==> src/rtl/lsu_bridge.sv <==
// lsu_bridge: bridges a core load/store request to a single-beat memory
// controller access, checks funct3 legality and alignment, bounds the wait
// for mem_ready with a timeout, and formats load data for the core.
//
// Ports
//   clk, rst       single clock, synchronous active-high reset
//   req_*          core request (valid/ready handshake, we, funct3, addr, wdata)
//   resp_*         one-cycle completion pulse with formatted data and error code
//   mem_*          memory controller side (address, data, size flag, strobes,
//                  read data and ready)
//
// Error codes on resp_err: 00 ok, 01 misaligned, 10 timeout, 11 illegal funct3.
module lsu_bridge #(
  parameter int unsigned TIMEOUT_CYCLES = 255
) (
  input  logic        clk,
  input  logic        rst,
  input  logic        req_valid,
  output logic        req_ready,
  input  logic        req_we,
  input  logic [2:0]  req_funct3,
  input  logic [31:0] req_addr,
  input  logic [31:0] req_wdata,
  output logic        resp_valid,
  output logic [31:0] resp_rdata,
  output logic [1:0]  resp_err,
  output logic [31:0] mem_addr,
  output logic [31:0] mem_wdata,
  output logic [2:0]  mem_wflag,
  output logic        mem_we,
  output logic        mem_re,
  input  logic [31:0] mem_rdata,
  input  logic        mem_ready
);

  localparam int unsigned CNT_W = 16;

  localparam logic [1:0] S_IDLE   = 2'd0;
  localparam logic [1:0] S_ACCESS = 2'd1;
  localparam logic [1:0] S_RESP   = 2'd2;

  localparam logic [1:0] ERR_OK      = 2'b00;
  localparam logic [1:0] ERR_MISALIGN = 2'b01;
  localparam logic [1:0] ERR_TIMEOUT = 2'b10;
  localparam logic [1:0] ERR_ILLEGAL = 2'b11;

  logic [1:0]       state, state_n;
  logic [CNT_W-1:0] cnt, cnt_n;
  logic             we_q, we_n;
  logic             req_ready_n, resp_valid_n, mem_we_n, mem_re_n;
  logic [31:0]      resp_rdata_n, mem_addr_n, mem_wdata_n;
  logic [1:0]       resp_err_n;
  logic [2:0]       mem_wflag_n;

  logic             req_illegal, req_misaligned;
  logic [CNT_W:0]   cnt_inc;
  logic             timeout_hit;
  logic [31:0]      load_fmt;

  // Legality and alignment of the incoming request.
  always_comb begin
    req_illegal    = 1'b0;
    req_misaligned = 1'b0;
    if (req_we) begin
      req_illegal = (req_funct3 > 3'b010);
    end else begin
      req_illegal = (req_funct3 == 3'b011) || (req_funct3 == 3'b110) ||
                    (req_funct3 == 3'b111);
    end
    case (req_funct3[1:0])
      2'b01:   req_misaligned = req_addr[0];
      2'b10:   req_misaligned = (req_addr[1:0] != 2'b00);
      default: req_misaligned = 1'b0;
    endcase
  end

  // Load formatting always works on the low bits of the returned word.
  always_comb begin
    load_fmt = 32'd0;
    case (mem_wflag)
      3'b000:  load_fmt = {{24{mem_rdata[7]}}, mem_rdata[7:0]};
      3'b001:  load_fmt = {{16{mem_rdata[15]}}, mem_rdata[15:0]};
      3'b010:  load_fmt = mem_rdata;
      3'b100:  load_fmt = {24'd0, mem_rdata[7:0]};
      3'b101:  load_fmt = {16'd0, mem_rdata[15:0]};
      default: load_fmt = 32'd0;
    endcase
  end

  // Widened increment so the compare against TIMEOUT_CYCLES cannot wrap.
  always_comb begin
    cnt_inc     = {1'b0, cnt} + (CNT_W+1)'(1);
    timeout_hit = (cnt_inc == (CNT_W+1)'(TIMEOUT_CYCLES));
  end

  // Next-state and next-output logic.
  always_comb begin
    state_n      = state;
    cnt_n        = cnt;
    we_n         = we_q;
    resp_valid_n = 1'b0;
    resp_rdata_n = resp_rdata;
    resp_err_n   = resp_err;
    mem_addr_n   = mem_addr;
    mem_wdata_n  = mem_wdata;
    mem_wflag_n  = mem_wflag;
    mem_we_n     = 1'b0;
    mem_re_n     = 1'b0;

    case (state)
      S_IDLE: begin
        if (req_valid && req_ready) begin
          we_n        = req_we;
          mem_addr_n  = req_addr;
          mem_wdata_n = req_wdata;
          mem_wflag_n = req_funct3;
          if (req_illegal || req_misaligned) begin
            state_n      = S_RESP;
            resp_valid_n = 1'b1;
            resp_rdata_n = 32'd0;
            resp_err_n   = req_illegal ? ERR_ILLEGAL : ERR_MISALIGN;
          end else begin
            state_n  = S_ACCESS;
            cnt_n    = '0;
            mem_we_n = req_we;
            mem_re_n = !req_we;
          end
        end
      end
      S_ACCESS: begin
        cnt_n    = cnt_inc[CNT_W-1:0];
        mem_we_n = mem_we;
        mem_re_n = mem_re;
        // mem_ready takes precedence over a timeout in the same cycle.
        if (mem_ready) begin
          state_n      = S_RESP;
          resp_valid_n = 1'b1;
          resp_rdata_n = we_q ? 32'd0 : load_fmt;
          resp_err_n   = ERR_OK;
          mem_we_n     = 1'b0;
          mem_re_n     = 1'b0;
        end else if (timeout_hit) begin
          state_n      = S_RESP;
          resp_valid_n = 1'b1;
          resp_rdata_n = 32'd0;
          resp_err_n   = ERR_TIMEOUT;
          mem_we_n     = 1'b0;
          mem_re_n     = 1'b0;
        end
      end
      S_RESP: begin
        state_n = S_IDLE;
      end
      default: begin
        state_n = S_IDLE;
      end
    endcase

    req_ready_n = (state_n == S_IDLE);
  end

  // State and output registers.
  always_ff @(posedge clk) begin
    if (rst) begin
      state      <= S_IDLE;
      cnt        <= '0;
      we_q       <= 1'b0;
      req_ready  <= 1'b0;
      resp_valid <= 1'b0;
      resp_rdata <= 32'd0;
      resp_err   <= ERR_OK;
      mem_addr   <= 32'd0;
      mem_wdata  <= 32'd0;
      mem_wflag  <= 3'd0;
      mem_we     <= 1'b0;
      mem_re     <= 1'b0;
    end else begin
      state      <= state_n;
      cnt        <= cnt_n;
      we_q       <= we_n;
      req_ready  <= req_ready_n;
      resp_valid <= resp_valid_n;
      resp_rdata <= resp_rdata_n;
      resp_err   <= resp_err_n;
      mem_addr   <= mem_addr_n;
      mem_wdata  <= mem_wdata_n;
      mem_wflag  <= mem_wflag_n;
      mem_we     <= mem_we_n;
      mem_re     <= mem_re_n;
    end
  end

endmodule

==> config.mk <==
export PLATFORM = sky130hd
export DESIGN_NAME = lsu_bridge
export DESIGN_NICKNAME = d
export VERILOG_FILES = /design/src/rtl/lsu_bridge.sv
export SDC_FILE = /design/constraint.sdc
export NUM_CORES = 1
export LEC_CHECK = 0
export CAP_MARGIN = 25
export CORE_MARGIN = 2
export CORE_UTILIZATION = 46
export CTS_CLUSTER_SIZE = 30
export DETAILED_ROUTE_END_ITERATION = 10
export GPL_ROUTABILITY_DRIVEN = 0
export PLACE_DENSITY = 0.85
export SLEW_MARGIN = 20
export SYNTH_ARGS = -nofsm -noshare
export SYNTH_HDL_FRONTEND = slang
export SYNTH_SLANG_ARGS = --single-unit
==> constraint.sdc <==
create_clock -name clk -period 5.4 [get_ports clk]
set_input_delay 1.08 -clock clk [delete_from_list [all_inputs] [get_ports clk]]
set_output_delay 1.08 -clock clk [all_outputs]
set_load 0.01 [all_outputs]
==> results by group <==
Outcome
  – Status: complete, no violations

Drt
  – DR vias/cell: 5.30
  – Vias post-DR: 5237
  – # DRC: 0
  – DRT Pass-1 Iters: 5
  – DRT iter0 DRCs: 437
  – Final ANT Viol Nets: 0
  – Routed wire per std cell: around 15 µm
  – Routed WL: around 15 mm

Final layout
  – Final #Nets: 944
  – Area grow syn2layout: 52.2%
  – Ant. Diodes: 0
  – Layout cells sized above 1: under 10%
  – Util after Layout: between 70 and 80%
  – Final instance area: 7800 µm²
  – Non-filler instance count after layout: 988

CTS
  – Setup bufs post-CTS: 0
  – CTS buffer count: 17
  – CTS root buffer: clkbuf_8
  – # resized after CTS: 0
  – CTS H-tree lvls: 4
  – Clock Latency Late Sink: about 0.51 ns
  – Clock transition at path regs: roughly 0.050 ns
  – # clock sinks: ~120
  – CTS max path bufs: 2
  – TritonCTS clock tree: built
  – CTS Hold Buffers Added: 0

Run
  – MaxCap Viol Count: 0

Placement
  – Port buffer count: approximately 210
  – DP Area: ~7200 µm²
  – Final HPWL DP: around 10 mm
  – Inst Count DP: between 900 and 1000

Critical path
  – Worst EP required: around 5.9 ns
  – Critical Path Max Stage Delay: approximately 0.54 ns
  – Crit path max-delay family: buffers and inverters
  – Critical Path Sink Type: flip-flop
  – CP Class: input port to flip-flop
  – Crit path DAT: 3.69 ns
  – Critical path startpoint category: input port
  – Worst R2R Setup Slack: 2.64 ns
  – Critical-path top delay cell: clkdlybuf4s50_1
  – Crit path cell chain: clkdlybuf4s50_1 > inv_1 > ha_1 > nor2b_1 > o32a_1 > nor2b_1 > nand2b_1 > buf_8 > a21oi_1 > o31a_1
  – CP max FO: 19
  – Critical Path Stages: 10
  – CP bufs+invs: 3
  – Worst R2R Path Depth: 7
  – Crit-path most repeated cell: nor2b_1

Logic synthesis
  – Net Count, Synth: 760
  – Main synth FF type: dfxtp_1
  – Ys async rst share: 0%
  – Post-synthesis sequential area ratio: 48.5%
  – Synth warnings: 0
  – EDFF count, synth: 0
  – Post-synth cell types: 52
  – Synth Cell Area: around 5000 µm²
  – Yosys reg bits: around 120
  – Cells after Synth: 651
  – Syn avg cell area: 7.87 µm²

STA
  – Final setup viols: 0
  – Rel. slew slack: a little over a third
  – Endpoints failing hold: 0
  – RSZ-0062 raised after global routing: no
  – F_max: roughly 310 MHz
  – Final hold slack: ~0.44 ns
  – Setup TNS: 0 ns
  – Worst-Margin Slew: ~0.98 ns
  – Worst Skew: between 0.007 and 0.008 ns
  – Tcrit/Tclk final: between 50% and 60%
  – Max-slew violation count: 0
  – Final Critical Period: around 3.2 ns

Floorplan
  – Core footprint: approximately 11000 µm²
  – Row cnt: 38
  – Die Wd: ~110 µm
  – Die H: roughly 110 µm
  – I/O pins: 209
  – Area of the die: about 12000 µm²
  – Starting Density: a little under half

GRT
  – GRT Residual Overflow: 0
  – Pin count of the biggest net entering global routing: between 70 and 80
  – Initial antenna violation count: 0
  – Met3 GRT Util: under 10%
  – Met2 layer usage reported by global route: 41.4%
  – GRT Total Usage: between 20% and 30%
  – Met1 Use GR: around 29%
  – First-pass GRT wire length: approximately 23 mm
  – Busiest grt layer: met2
  – Vias in the first global route: around 4900

Hold path
  – WHS Path Cells: 2
  – Hold Crit Class: flip-flop to flip-flop

Power
  – Lkg Pwr: ~2.8 nW
  – Pwr Density: around 300 nW/µm²
  – Peak supply drop: about 0.00021 V
tightest hold or removal path, cell delays in order, from the launching register on:
cell and delay [ns]:
dfxtp_1 0.30, inv_1 0.05, a21oi_1 0.05
through the flow:
stage	setup WS, ns	power, mW
2_1_floorplan	2.73	1.12
3_3_place_gp	1.55	1.28
3_5_place_dp	1.65	1.29
4_1_cts	2.19	2.40
5_1_grt	1.97	2.47
6_report	2.17	2.38
area by class of cell:
class                           count  area [µm²]
Inverter                           18        67.6
Sequential cell                   124        2480
Clock inverter                     12         146
Tap cell                          140         175
Timing Repair Buffer              214        2130
Fill cell                         824        3040
Multi-Input combinational cell    460        2360
Clock buffer                       20         435
cell families after synthesis:
logic type / count (synthesis) / synth area share, %
and+or+nand+nor: 264 / 22.7
AOI/OAI and AO/OA: 184 / 20.8
DFF: 124 / 48.5
buffers and inverters: 67 / 5.54
xor gates and xnor gates: 5 / 0.855
adders and majority gates: 5 / 1.22
muxes: 2 / 0.415
cells in the final DEF, fill, tap and decap left out, types with 3 or more instances in the layout:
master and n:
nand3_2 3, nor3_1 7, inv_1 18, nand2b_1 3
o22ai_1 33, o21ai_1 3, xnor2_1 5, dfxtp_1 124
ha_1 5, clkinvlp_4 3, clkinv_2 5, bufinv_16 3
o21ai_0 13, a21oi_1 109, nor2b_1 6, a31oi_1 11
nor2_1 25, nand2_1 188, clkbuf_16 16, nand3_1 7
buf_4 5, nand4_1 4, clkdlybuf4s50_1 207
state kept, by name, indices dropped and copies added, names as in the netlist, 2 cells and up:
signal,count
resp_rdata,32
mem_wflag,3
state,2
cnt,16
mem_wdata,32
mem_addr,32
resp_err,2
synth_stat cells (2+ instances only):
| cell | n | share of area [%] |
|---|---|---|
| and2_1 | 2 | 0.24 |
| nand2_1 | 188 | 14 |
| nor2_1 | 25 | 1.8 |
| ha_1 | 5 | 1.2 |
| a21oi_1 | 109 | 11 |
| inv_1 | 18 | 1.3 |
| o21ai_1 | 3 | 0.29 |
| buf_2 | 4 | 0.39 |
| or4_1 | 2 | 0.29 |
| a311oi_1 | 2 | 0.34 |
| buf_6 | 3 | 0.66 |
| or3_1 | 2 | 0.24 |
| nand2b_1 | 3 | 0.37 |
| clkbuf_1 | 35 | 2.6 |
| dfxtp_1 | 124 | 48 |
| o31a_1 | 2 | 0.34 |
| a211oi_1 | 2 | 0.29 |
| a31oi_1 | 11 | 1.3 |
| xnor2_1 | 5 | 0.85 |
| buf_1 | 5 | 0.37 |
| nand4_1 | 4 | 0.49 |
| nor4_1 | 2 | 0.24 |
| and3_1 | 3 | 0.37 |
| nand3_1 | 8 | 0.78 |
| nor2b_1 | 6 | 0.73 |
| o21ai_0 | 13 | 1.3 |
| o22ai_1 | 33 | 4.0 |
| nand3_2 | 2 | 0.39 |
| nor3_1 | 7 | 0.68 |
routing by layer:
metal	vias to the layer above	wire (µm)
met2	229	7170
met1	2379	6010
li1	2604	-
met4	0	346
met3	25	1370
met5	-	0
power breakdown:
| group | internal, mW | leakage, nW | switching, mW | total, mW |
|---|---|---|---|---|
| Clock | 0.710 | 0.280 | 0.393 | 1.10 |
| Combinational | 0.159 | 1.48 | 0.144 | 0.303 |
| Sequential | 0.949 | 1.01 | 0.0215 | 0.971 |
final timing paths:
path                    to          start
max             resp_valid  req_funct3[0]
min            resp_err[0]    resp_err[0]
max reg2reg  resp_rdata[0]         cnt[1]
min reg2reg    resp_err[0]    resp_err[0]
(Power assumes the default switching activity.)
